### config.mk
export PLATFORM = sky130hd
export DESIGN_NAME = flash_cmd_assembler
export DESIGN_NICKNAME = d
export VERILOG_FILES = /design/src/rtl/flash_cmd_pkg.sv /design/src/rtl/flash_cmd_timeout.sv /design/src/rtl/flash_cmd_assembler.sv
export SDC_FILE = /design/constraint.sdc
export NUM_CORES = 1
export LEC_CHECK = 0
export BUFFER_PORTS_ARGS = -buffer_cell sky130_fd_sc_hd__buf_2
export CORE_UTILIZATION = 45
export DETAILED_ROUTE_END_ITERATION = 8
export PLACE_DENSITY_LB_ADDON = 0.15
export REMOVE_ABC_BUFFERS = 1
export SYNTH_ARGS = -nofsm -noshare
export SYNTH_HDL_FRONTEND = slang
export SYNTH_SLANG_ARGS = --single-unit
### constraint.sdc
create_clock -name clk -period 9.8 [get_ports clk]
set_input_delay 1.96 -clock clk [delete_from_list [all_inputs] [get_ports clk]]
set_output_delay 1.96 -clock clk [all_outputs]
set_load 0.02 [all_outputs]
### src/rtl/flash_cmd_pkg.sv
// Shared definitions for the MCU command front-end: frame constants,
// FSM state encodings and the layout of the issued 32-bit command word.
// Imported by flash_cmd_assembler and its bench.
package flash_cmd_pkg;

    // Frame: SYNC, CMD, PARAM, DHI, DLO, CHK
    localparam logic [7:0] SYNC_BYTE_DEF = 8'hA5;
    localparam int         FRAME_LEN     = 6;
    localparam int         BODY_LEN      = 4;

    // FSM state encodings
    typedef logic [1:0] state_t;
    localparam state_t S_SYNC = 2'd0;
    localparam state_t S_BODY = 2'd1;
    localparam state_t S_CHK  = 2'd2;

    // Command word bit slices
    localparam int CMD_MSB   = 31;
    localparam int CMD_LSB   = 24;
    localparam int PARAM_MSB = 23;
    localparam int PARAM_LSB = 16;
    localparam int DATA_MSB  = 15;
    localparam int DATA_LSB  = 0;

    typedef struct packed {
        logic [7:0]  opcode;  // [31:24]
        logic [7:0]  param;   // [23:16]
        logic [15:0] data;    // [15:0]
    } cmd_word_t;

endpackage

### src/rtl/flash_cmd_timeout.sv
// Idle counter: counts cycles while run=1, cleared by clr or !run; expire
// flags the cycle the count sits at TIMEOUT_CYC-1 with no clear.
// Latency: expire is combinational from the count register; no backpressure.
// Ports: clk, rst (async, active-high), clr, run in; expire out.
module flash_cmd_timeout
    import flash_cmd_pkg::*;
#(
    parameter int TIMEOUT_CYC = 24000
) (
    input  logic clk,
    input  logic rst,
    input  logic clr,
    input  logic run,
    output logic expire
);

    localparam int            CW   = (TIMEOUT_CYC > 1) ? $clog2(TIMEOUT_CYC) : 1;
    localparam logic [CW-1:0] LAST = CW'(TIMEOUT_CYC - 1);

    logic [CW-1:0] cnt;

    always_ff @(posedge clk or posedge rst) begin
        if (rst) begin
            cnt <= '0;
        end else if (clr || !run) begin
            cnt <= '0;
        end else if (cnt != LAST) begin
            cnt <= cnt + CW'(1);
        end
    end

    // A byte in the expiry cycle (clr) suppresses the timeout.
    assign expire = run && !clr && (cnt == LAST);

endmodule

### src/rtl/flash_cmd_assembler.sv
// Frames the MCU byte stream (SYNC,CMD,PARAM,DHI,DLO,CHK), checks the XOR
// checksum and issues cmd/start_trs one cycle after the CHK byte; no input
// backpressure - frames arriving while busy are dropped with busy_reject.
// Ports: clk, rst, rx_data/rx_valid, cmd_done in; cmd, start_trs, cmd_busy,
// frame_err, timeout_err, busy_reject, err_cnt out (all registered).
module flash_cmd_assembler
    import flash_cmd_pkg::*;
#(
    parameter logic [7:0] SYNC_BYTE   = SYNC_BYTE_DEF,
    parameter int         TIMEOUT_CYC = 24000
) (
    input  logic        clk,
    input  logic        rst,
    input  logic [7:0]  rx_data,
    input  logic        rx_valid,
    input  logic        cmd_done,
    output logic [31:0] cmd,
    output logic        start_trs,
    output logic        cmd_busy,
    output logic        frame_err,
    output logic        timeout_err,
    output logic        busy_reject,
    output logic [7:0]  err_cnt
);

    state_t      state_q, state_d;
    logic [1:0]  idx_q, idx_d;
    logic [31:0] asm_q, asm_d;
    logic [7:0]  xor_q, xor_d;

    logic issue, err_frame, err_busy, err_to;
    logic tmo_expire;

    flash_cmd_timeout #(
        .TIMEOUT_CYC (TIMEOUT_CYC)
    ) u_timeout (
        .clk    (clk),
        .rst    (rst),
        .clr    (rx_valid),
        .run    (state_q != S_SYNC),
        .expire (tmo_expire)
    );

    always_comb begin
        state_d   = state_q;
        idx_d     = idx_q;
        asm_d     = asm_q;
        xor_d     = xor_q;
        issue     = 1'b0;
        err_frame = 1'b0;
        err_busy  = 1'b0;
        err_to    = tmo_expire;

        case (state_q)
            S_SYNC: begin
                if (rx_valid && rx_data == SYNC_BYTE) begin
                    state_d = S_BODY;
                    idx_d   = 2'd0;
                    xor_d   = 8'd0;
                end
            end
            S_BODY: begin
                // SYNC_BYTE here is plain payload.
                if (rx_valid) begin
                    asm_d = {asm_q[23:0], rx_data};
                    xor_d = xor_q ^ rx_data;
                    idx_d = idx_q + 2'd1;
                    if (idx_q == 2'(BODY_LEN - 1)) begin
                        state_d = S_CHK;
                    end
                end
            end
            S_CHK: begin
                if (rx_valid) begin
                    state_d = S_SYNC;
                    if (rx_data != xor_q) begin
                        err_frame = 1'b1;
                    end else if (!cmd_busy || cmd_done) begin
                        // A completion landing with the CHK byte frees the slot.
                        issue = 1'b1;
                    end else begin
                        err_busy = 1'b1;
                    end
                end
            end
            default: state_d = S_SYNC;
        endcase

        // expire is never set together with rx_valid, so it cannot collide
        // with a completed frame.
        if (tmo_expire) begin
            state_d = S_SYNC;
        end
    end

    always_ff @(posedge clk or posedge rst) begin
        if (rst) begin
            state_q     <= S_SYNC;
            idx_q       <= 2'd0;
            asm_q       <= 32'd0;
            xor_q       <= 8'd0;
            cmd         <= 32'd0;
            start_trs   <= 1'b0;
            cmd_busy    <= 1'b0;
            frame_err   <= 1'b0;
            timeout_err <= 1'b0;
            busy_reject <= 1'b0;
            err_cnt     <= 8'd0;
        end else begin
            state_q     <= state_d;
            idx_q       <= idx_d;
            asm_q       <= asm_d;
            xor_q       <= xor_d;
            start_trs   <= issue;
            frame_err   <= err_frame;
            timeout_err <= err_to;
            busy_reject <= err_busy;
            if (issue) begin
                cmd <= asm_q;
            end
            // Issue wins over a same-cycle completion.
            if (issue) begin
                cmd_busy <= 1'b1;
            end else if (cmd_done) begin
                cmd_busy <= 1'b0;
            end
            if ((err_frame || err_busy || err_to) && err_cnt != 8'hFF) begin
                err_cnt <= err_cnt + 8'd1;
            end
        end
    end

endmodule

Yosys cells after proc, flatten, opt, wreduce, memory -nomap -nowiden:

Index checks and enable logic that the tools add are counted.

* register bits: 104
* input bits: 12
* output and inout bits: 45
* logic and storage cells: 76

* $add $sub $neg: 3
* equality and inequality tests: 14
* muxes and demuxes: 27
* bitwise logic cells: 1
* reductions and logical operators: 19

Operators with widths (number)
* 15-bit 2-to-1 mux: 2
* 8-bit 2-to-1 mux: 2
* 8-bit one-hot mux with 2 select lines: 1
* 15-bit by 1-bit adder with 15-bit output, second input constant: 1
* 15-bit == test, second input constant: 1
* 15-bit != test, second input constant: 1
* 2-bit 2-to-1 mux: 7
* 1-bit 2-to-1 mux: 13
* 3-bit != test, second input constant: 4
* 8-bit by 1-bit adder with 8-bit output, second input constant: 1
* 8-bit == test, second input constant: 1
* 8-bit != test: 1
* 8-bit != test, second input constant: 1
* 2-bit nonzero test: 4
* 8-bit bitwise XOR: 1
* 2-bit one-hot mux with 3 select lines: 1
* 2-bit == test, second input constant: 2
* 1-bit logical AND: 4
* 1-bit logical OR: 4
* 2-bit != test, second input constant: 2
* 2-bit one-hot mux with 2 select lines: 1
* 4-bit AND reduction: 1
* 1-bit zero test: 3
* 3-bit AND reduction: 1
* other kinds (4): 4

Longest topological paths before layout:

Gate-level depths: netlist (run 1).

* depth in word-level cells: 9
* mapped depth: 6

Cells and area by module:

From an unflattened synthesis (run 1), not the netlist that was laid out.

* cells, all modules: 337
* area, all modules: 4586.9 um^2

By module, submodules not included
* flash_cmd_assembler: instances 1, cells each 254, area each 3794.9 um^2, seq. area each 2227.1 um^2
* flash_cmd_timeout: instances 1, cells each 83, area each 792.0 um^2, seq. area each 375.4 um^2

Least setup slack after synthesis (run 1):

OpenSTA, ideal clock, no wires.

* path type: input-to-reg
* start: in rx_data[7]
* end: reg cmd[10]
* library setup time: 0.125 ns
* arrival: 3.428 ns
* required time: 9.675 ns
* slack: 6.248 ns
* stages on the path: 6
* path buffers: 1
* path through: xor2_1 nor4_2 nand3_2 nor3b_4 buf_6 mux2_2

* longest elaborated chain between the ends: 4

Ends and longest elaborated chain
* from (decl): line flash_cmd_assembler.sv:14 `input logic [7:0] rx_data,`
* 8-bit != test: line flash_cmd_assembler.sv:76 `if (rx_data != xor_q) begin`
* 1-bit 2-to-1 mux: line flash_cmd_assembler.sv:76
* 1-bit 2-to-1 mux: line flash_cmd_assembler.sv:74 `if (rx_valid) begin`
* 1-bit 2-to-1 mux: line flash_cmd_assembler.sv:54 `case (state_q)`
* to (signal assigned): line flash_cmd_assembler.sv:119 `cmd <= asm_q;`
* to (decl): line flash_cmd_assembler.sv:17 `output logic [31:0] cmd,`

No other way between the ends.
A chain may end at the register's enable or synchronous reset.

Worst setup path after layout (run 1):

Same ends and word-level chain as after synthesis.

==> results of run 1 <==
power by group:
| part | switching (mW) | leakage, nW | internal (mW) |
|---|---|---|---|
| combinational | 0.0630 | 1.05 | 0.0408 |
| clock | 0.156 | 0.0965 | 0.0998 |
| sequential | 0.0454 | 1.42 | 0.487 |
| total | 0.264 | 2.57 | 0.627 |
kinds of logic (layout without fill, tap and decap cells):
family | Yosys count | count (layout) | synth area share [%]
multiplexers | 35 | 35 | 9.03
buffers and inverters | 17 | 79 | 2.01
flip-flops | 104 | 104 | 59.8
AO/OA/AOI/OAI | 36 | 36 | 5.03
XOR/XNOR | 23 | 23 | 4.63
adder cells (fa/ha/maj) | 3 | 3 | 0.863
AND/OR/NAND/NOR | 177 | 177 | 18.6
synthesized netlist by cell type:
| library cell | number | area [sq um] |
|---|---|---|
| and2_1 | 1 | 6.26 |
| o2111ai_1 | 4 | 35.0 |
| xnor2_1 | 10 | 87.6 |
| or2_2 | 2 | 12.5 |
| dfrtp_1 | 104 | 2600 |
| inv_1 | 3 | 11.3 |
| and4_1 | 1 | 8.76 |
| nor4b_1 | 1 | 8.76 |
| nor3b_4 | 1 | 18.8 |
| o21ai_0 | 17 | 85.1 |
| nand2_1 | 106 | 398 |
| nor2_1 | 29 | 109 |
| nor4_4 | 1 | 21.3 |
| nor4_2 | 1 | 12.5 |
| a41oi_1 | 1 | 8.76 |
| nand3_1 | 7 | 35.0 |
| nand2b_1 | 3 | 18.8 |
| mux2_2 | 31 | 349 |
| nor3_2 | 1 | 10.0 |
| o211ai_1 | 2 | 15.0 |
| o21a_1 | 1 | 7.51 |
| clkbuf_2 | 1 | 5.00 |
| ha_1 | 3 | 37.5 |
| o21ai_1 | 2 | 10.0 |
| and3_1 | 5 | 31.3 |
| nand3_2 | 1 | 10.0 |
| o22ai_1 | 1 | 6.26 |
| a21oi_1 | 2 | 10.0 |
| and4bb_2 | 1 | 12.5 |
| nor3_1 | 7 | 35.0 |
| buf_6 | 3 | 33.8 |
| mux2i_1 | 1 | 10.0 |
| mux2_1 | 3 | 33.8 |
| nor4bb_1 | 1 | 10.0 |
| a31oi_1 | 4 | 25.0 |
| nand3b_1 | 2 | 15.0 |
| clkbuf_1 | 10 | 37.5 |
| xor2_1 | 13 | 114 |
| a22o_1 | 1 | 8.76 |
| nand4_1 | 6 | 37.5 |
| a21o_1 | 1 | 7.51 |
placed cells by master, fill, tap and decap left out, types with 3 or more instances in the layout:
cell type	instances
and3_1	5
ha_1	3
inv_6	3
o21ai_0	17
mux2_1	3
xnor2_1	10
nand2_1	106
a31oi_1	4
nor2_1	28
nand2b_1	3
xor2_1	13
dfrtp_1	104
nor3_1	7
mux2_2	31
buf_4	4
nand4_1	6
nand3_1	7
o2111ai_1	4
buf_2	56
clkbuf_8	9
sequential cells by signal, summed over array words and instances (netlist names), 2 cells and up:
name and cells:
idx_q 2, asm_q 32, err_cnt 8, cmd 32
xor_q 8, state_q 2, u_timeout.cnt 15
through the flow:
stage | instances | utilization [%] | hold WS [ns] | area, sq um
2_1_floorplan | 381 | - | 0.440 | 4280
3_3_place_gp | 570 | 51.2 | 0.455 | 4750
3_5_place_dp | 570 | 51.2 | 0.467 | 4750
4_1_cts | 586 | 53.2 | 0.490 | 4940
5_1_grt | 586 | 53.2 | 0.516 | 4940
6_report | 586 | 53.2 | 0.482 | 4940
tightest hold or removal path, stage by stage (launching register included):
cell	delay (ns)
dfrtp_1	0.35
nand2_1	0.05
nand2_1	0.05
layer usage:
| metal | vias to the layer above | wire [um] | global-route usage (%) |
|---|---|---|---|
| met5 | - | 0 | 0 |
| met4 | 0 | 132 | 6.58 |
| met3 | 11 | 364 | 3.62 |
| met2 | 54 | 3680 | 27.2 |
| met1 | 1440 | 3910 | 24.9 |
| li1 | 1451 | - | - |
layout make-up:
| cell class | count | area [sq um] | area share, % |
|---|---|---|---|
| Clock buffer | 10 | 128 | 2.58 |
| Clock inverter | 6 | 62.6 | 1.27 |
| Inverter | 3 | 13.8 | 0.278 |
| Multi-Input combinational cell | 274 | 1660 | 33.7 |
| Sequential cell | 104 | 2600 | 52.7 |
| Tap cell | 129 | 161 | 3.27 |
| Timing Repair Buffer | 60 | 310 | 6.28 |
worst paths after layout:
kind	slack, ns	start	end	cells past startpoint
worst min register to register	0.48	asm_q[29]$_DFFE_PP0P_	asm_q[29]$_DFFE_PP0P_	2
worst max-delay path	5.63	rx_data[7]	cmd[10]$_DFFE_PP0P_	7
worst max register to register	6.93	xor_q[7]$_DFFE_PP0P_	cmd[10]$_DFFE_PP0P_	6
min in group asynchronous	1.59	rst	u_timeout.cnt[10]$_DFFE_PP0N_	2
max in group asynchronous	6.98	rst	frame_err$_DFF_PP0_	3
worst min-delay path	0.48	asm_q[29]$_DFFE_PP0P_	asm_q[29]$_DFFE_PP0P_	2
==> results.md, run 1 <==
- Crit start category: input pin
- Core Box Area: around 9300 sq um
- Max-cap violation count: 0
- WP data required: approximately 10 ns
- Crit path buf inv count: 2
- Initial antenna violation count: 0
- Synth cell types: just over 40
- Mapped Area: between 4000 and 5000 sq um
- Hold Path Class: reg2reg
- DR vias: slightly below 3000
- Leakage: 2.57 nW
- Clk slew on worst S/H paths: 0.10 ns
- CP max FO: 21
- H-Tree Depth: 3
- Critical path's largest stage delay: between 0.9 and 1 ns
- Area Growth Syn to Fin: 13.6%
- Die height: 100 um
- DR vias/cell: ~5
- Final setup TNS: 0 ns
- GRT Total Usage: 17.7%
- Final min period: about 4.2 ns
- Grt ovf: 0
- NumNets Final: 467
- Critical path's slowest cell: nor3b_4
- Power consumption: slightly below 900 uW
- CTS hold repair buffers: 0
- Initial DRC count: 151
- DRC Markers: 0
- Clock tree sinks: roughly 100
- Final period util: between 40% and 50%
- RSZ-0062 raised after global routing: no
- WL/cell: roughly 14 um
- Fmax: 240 MHz
- Largest net degree at the start of global routing: 74
- Initial Util: between 40 and 50%
- TritonCTS clock tree: built
- Post-cts resize count: 0
- Worst-margin pin slew: between 1 and 1.5 ns
- Gate Count Post-Synth: just under 400
- Antenna cell count: 0
- I/O pin cnt: 57
- Top delay family on crit path: simple AND/OR/NAND/NOR gates
- Antenna-violating nets left: 0
- Pins over their slew limit: 0
- Clk buf depth: 2
- PnR worst setup slack: between 5 and 6 ns
- Row cnt: 35
- Setup violations, final: 0
- Outcome: completed
- First-pass GRT wire length: around 14000 um
- CP endpoint kind: flop
- Crit path DAT: about 4.4 ns
- Post-DP HPWL: between 5000 and 6000 um
- Cells along the critical path: buf_2, xor2_1, nor4_2, nand3_2, nor3b_4, buf_4, mux2_2
- Seq cells post-synth: ~100
- Maximum vdd drop: roughly 0.097 mV
- Register area share after synthesis: 59.8%
- Final GP Congestion: 0.756
- Worst-Skew Late Latency: 0.36 ns
- Final WL: just over 8000 um
- Syn avg cell area: 11.0 sq um
- Port Buffers: 56
- Setup Fix Bufs, Post-CTS: 0
- Final Skew: between 0.01 and 0.015 ns
- Die footprint: between 10000 and 15000 sq um
- Slew headroom: between 20% and 30%
- Setup slack at placement: ~5.2 ns
- DRT Pass-1 Iters: 4
- CTS Buf Count: 9
- Layout cells sized above 1: 25.4%
- Die X-Extent: around 100 um
- Clock root buffer: clkbuf_8
- Final hold violation count: 0
- Power Density: around 180 nW/um^2
- Crit Path Class: in2reg
- Vias in the first global route: 2853
- FILL cells: between 800 and 900
- Syn. warnings: 0
(Power assumes the default switching activity.)
==> run 2, diff against run 1 <==
- clock period: 9.8 -> 3.7 ns (I/O delays scaled with it)
==> results.md, run 2 (same netlist as run 1, synthesis figures left out) <==
- DRT Pass-1 Iters: 4
- WP data required: 3.99 ns
- Hold Path Class: reg2reg
- DR vias/cell: 5.01
- Clk slew on worst S/H paths: between 0.1 and 0.15 ns
- NumNets Final: between 400 and 500
- TritonCTS clock tree: built
- DRC Markers: 0
- Biggest regs: asm_q: 32 flops, cmd: 32 flops, u_timeout.cnt: 15 flops
- Initial antenna violation count: 0
- Initial Util: 46.9%
- Fmax: roughly 440 MHz
- FILL cells: between 800 and 900
- Final WL: just over 8000 um
- Max-cap violation count: 0
- Final min period: roughly 2.3 ns
- Port Buffers: 56
- Hold Slack: 0.481 ns
- Clk buf depth: 2
- Final Skew: about 0.012 ns
- Die footprint: 10100 sq um
- Worst-Skew Late Latency: 0.38 ns
- Final period util: between 60 and 70%
- Outcome: completed
- Worst reg-to-reg path cell count: 5
- Area Growth Syn to Fin: 14.9%
- Fin util: a little over half
- CTS hold repair buffers: 0
- CTS Buf Count: 9
- Clock root buffer: clkbuf_8
- End of the critical path: xor_q[6]$_DFFE_PP0P_
- Crit start category: flop
- Crit path DAT: around 2.6 ns
- Crit. Startpoint: state_q[1]$_DFFE_PP0P_
- Slew headroom: a little under two fifths
- Vias in the first global route: 2891
- Final setup TNS: 0 ns
- Crit Path Class: reg2reg
- Antenna-violating nets left: 0
- Commonest non-fill, non-tap cell in the layout: nand2_1
- I/O pin cnt: 57
- First-pass GRT wire length: approximately 14000 um
- Worst-margin pin slew: between 0.9 and 1 ns
- Slack of the worst reg-to-reg path: roughly 1.4 ns
- Grt ovf: 0
- Setup Fix Bufs, Post-CTS: 0
- Leakage: about 2.6 nW
- Core Box Area: around 9300 sq um
- Area post-placement: around 4800 sq um
- Commonest cells after routing, fill and taps aside: nand2_1 (106), dfrtp_1 (104), buf_2 (56)
- Layout cells sized above 1: roughly a quarter
- Die X-Extent: 100 um
- Largest net degree at the start of global routing: 65
- GRT Total Usage: approximately 18%
- Post-DP HPWL: around 5300 um
- Final hold violation count: 0
- Worst r2r src: state_q[1]$_DFFE_PP0P_
- Worst r2r dst: xor_q[6]$_DFFE_PP0P_
- Clock tree sinks: ~100
- Initial DRC count: between 90 and 100
- Power Density: approximately 490 nW/um^2
- WL/cell: 13.8 um
- CP endpoint kind: flop
- RSZ-0062 raised after global routing: no
- DR vias: just under 3000
- Die height: between 100 and 150 um
- Final Instance Area: around 5000 sq um
- Post-cts resize count: 0
- Maximum vdd drop: roughly 0.26 mV
- Pins over their slew limit: 0
- Setup violations, final: 0
- Antenna cell count: 0
- Row cnt: 35
- H-Tree Depth: 3
- CP max FO: 34
- Final GP Congestion: slightly below 0.8
## run 2: cell count changes in the layout (fill, tap and decap cells not counted), sizes merged
| cell | before | now |
|---|---|---|
| buf | 60 | 62 |
| bufinv | 0 | 1 |
| clkbuf | 10 | 9 |
## run 2: routing by layer
| layer | global-route usage (%) | vias to the layer above | share of wire (%) | wire, um |
|---|---|---|---|---|
| li1 | - | 1444 | - | - |
| met5 | 0 | - | 0 | 0 |
| met4 | 7.36 | 0 | 1.7 | 138 |
| met3 | 3.27 | 12 | 3.7 | 303 |
| met2 | 27.1 | 53 | 45 | 3620 |
| met1 | 25.7 | 1438 | 50 | 4020 |
## run 2: final cells by class
class	instances	area (sq um)	share of cell area [%]
flip-flops and latches	104	2600	52.1
clock inverters	7	95.1	1.90
well taps	129	161	3.23
clock buffers	9	124	2.48
repair buffers	62	338	6.76
multi-input cells	274	1660	33.3
inverters	3	13.8	0.275
## run 2: worst min-delay path by stage
stage                               start               endpoint  slack, ns  depth (start not counted)
CTS                 asm_q[29]$_DFFE_PP0P_  asm_q[29]$_DFFE_PP0P_       0.48                          2
finish              asm_q[28]$_DFFE_PP0P_  asm_q[28]$_DFFE_PP0P_       0.48                          2
global route        asm_q[30]$_DFFE_PP0P_  asm_q[30]$_DFFE_PP0P_       0.52                          2
detailed placement  asm_q[29]$_DFFE_PP0P_  asm_q[29]$_DFFE_PP0P_       0.46                          2
global placement    asm_q[29]$_DFFE_PP0P_  asm_q[29]$_DFFE_PP0P_       0.46                          2
floorplan           asm_q[24]$_DFFE_PP0P_  asm_q[24]$_DFFE_PP0P_       0.44                          2
## run 2: power by group
group	switching [mW]	total [mW]	internal [mW]
Sequential	0.119	1.41	1.29
Combinational	0.175	0.286	0.111
Clock	0.431	0.765	0.334
## run 2: worst max-delay path: stages, from the launching register on
cell      delay, ns
dfrtp_1        0.44
nand2b_1       0.42
or2_2          0.65
o21a_1         0.44
o21ai_0        0.15
o21ai_0        0.10
## run 2: stage by stage
stage | power (mW) | setup slack (ns) | instances
after floorplan | 1.61 | 0.228 | 381
after global placement | 1.70 | 1.13 | 572
after detailed placement | 1.72 | 1.07 | 572
after CTS | 2.49 | 1.37 | 588
after global routing | 2.61 | 1.20 | 588
final | 2.46 | 1.41 | 588
==> run 3, diff against run 2 <==
- clock period: 3.7 -> 2.14 ns (I/O delays scaled with it)
==> results.md, run 3 (same netlist as run 1, synthesis figures left out) <==
- Maximum vdd drop: 0.364 mV
- Clock tree sinks: 104
- Post-DP HPWL: around 5500 um
- Layout cells sized above 1: around 28%
- Hold Path Class: in2async
- Final setup TNS: 0 ns
- Row cnt: 35
- RSZ-0062 raised after global routing: yes
- Max-cap violation count: 0
- Worst-margin pin slew: 0.434 ns
- Top delay family on crit path: simple AND/OR/NAND/NOR gates
- DRT Pass-1 Iters: 4
- Hold Slack: ~0.034 ns
- Vias in the first global route: around 3000
- Fmax: between 400 and 500 MHz
- H-Tree Depth: 3
- Worst r2r src: xor_q[7]$_DFFE_PP0P_
- GRT Total Usage: 18.3%
- Area Growth Syn to Fin: 17.5%
- Grt ovf: 0
- Crit Path Class: reg2reg
- Final WL: roughly 8300 um
- TritonCTS clock tree: built
- Critical path's slowest cell: dfrtp_1
- WP data required: 2.40 ns
- NumNets Final: 483
- Die X-Extent: between 100 and 150 um
- Crit path DAT: approximately 2.3 ns
- Final GP Congestion: between 0.7 and 0.8
- Leakage: between 2 and 3 nW
- Initial DRC count: around 130
- Commonest cells after routing, fill and taps aside: nand2_1 (106), dfrtp_1 (104), buf_2 (56)
- WL/cell: roughly 14 um
- Initial antenna violation count: 0
- Slew headroom: 70.8%
- Worst reg-to-reg path cell count: 7
- Clock root buffer: clkbuf_8
- Die height: about 100 um
- WP depth: 7
- Worst r2r dst: cmd[21]$_DFFE_PP0P_
- DRC Markers: 0
- Core Box Area: roughly 9300 sq um
- Commonest non-fill, non-tap cell in the layout: nand2_1
- Port Buffers: 56
- Die footprint: about 10000 sq um
- Largest net degree at the start of global routing: 56
- Power Density: 834 nW/um^2
- Cells along the critical path: xor2_1, nor4_2, buf_4, nand3_2, nor3b_4, buf_12, mux2_2
- Crit path buf inv count: 2
- Critical path's largest stage delay: approximately 0.43 ns
- DR vias: 3058
- Worst-Skew Late Latency: 0.38 ns
- I/O pin cnt: 57
- Outcome: completed
- Setup violations, final: 0
- Final Skew: about 0.017 ns
- Final period util: approximately 97%
- CTS hold repair buffers: 0
- Final hold violation count: 0
- CTS Buf Count: 9
- Antenna cell count: 0
- Clk slew on worst S/H paths: 0.12 ns
- CP endpoint kind: flop
- Antenna-violating nets left: 0
- Final min period: just over 2 ns
- Pins over their slew limit: 0
- Biggest regs: asm_q: 32 flops, cmd: 32 flops, u_timeout.cnt: 15 flops
- Crit start category: flop
- First-pass GRT wire length: 14400 um
- Initial Util: between 40% and 50%
- CP max FO: 24
- DR vias/cell: around 5.1
- Clk buf depth: 2
- Slack of the worst reg-to-reg path: roughly 0.060 ns
## run 3: cell types whose count changed in the layout (fill, tap and decap cells not counted)
| cell | change |
|---|---|
| buf_12 | +1 |
| buf_4 | +13 |
| inv_6 | +1 |
| inv_8 | -1 |
## run 3: worst max-delay path by stage
stage	start	endpoint	slack [ns]
finish	xor_q[7]$_DFFE_PP0P_	cmd[21]$_DFFE_PP0P_	0.06
global route	xor_q[7]$_DFFE_PP0P_	cmd[30]$_DFFE_PP0P_	-0.03
CTS	xor_q[7]$_DFFE_PP0P_	cmd[14]$_DFFE_PP0P_	0.06
detailed placement	rx_data[7]	cmd[17]$_DFFE_PP0P_	-0.04
global placement	rx_data[7]	cmd[19]$_DFFE_PP0P_	-0.04
floorplan	rst	asm_q[0]$_DFFE_PP0P_	-1.02
## run 3: cell type report
class,count,area [sq um]
clock buffers,9,124
clock inverters,7,92.6
fillers,860,4170
inverters,3,13.8
multi-input cells,274,1660
flip-flops and latches,104,2600
well taps,129,161
repair buffers,76,455
## run 3: power by group
part           leakage [nW]  switching (mW)  internal, mW  total, mW
Combinational          1.14           0.306         0.207      0.513
Clock                 0.109           0.742         0.574       1.32
Sequential             1.42           0.206          2.23       2.43
## run 3: timing repair
item / CTS / global route
endpoints found under the setup margin: 0 / 25
setup buffers: 0 / 0
endpoints found under the hold margin: 0 / 0
gates resized for setup: 0 / 0
## run 3: stage by stage
step / util, % / power, mW / cell area (sq um) / cells / setup WS, ns
2_1_floorplan: - / 2.79 / 4280 / 381 / -1.02
3_3_place_gp: 52.7 / 2.96 / 4900 / 586 / -0.0414
3_5_place_dp: 52.7 / 2.99 / 4900 / 586 / -0.0383
4_1_cts: 55.1 / 4.31 / 5110 / 602 / 0.0550
5_1_grt: 55.1 / 4.50 / 5110 / 602 / -0.0290
6_report: 55.1 / 4.26 / 5110 / 602 / 0.0603
## run 3: per-layer routing
| metal | up-vias | share of wire, % | GRT usage [%] |
|---|---|---|---|
| li1 | 1478 | - | - |
| met1 | 1502 | 50 | 25.5 |
| met2 | 64 | 44 | 27.9 |
| met3 | 14 | 3.8 | 4.60 |
| met4 | 0 | 1.9 | 6.69 |
| met5 | - | 0 | 0 |
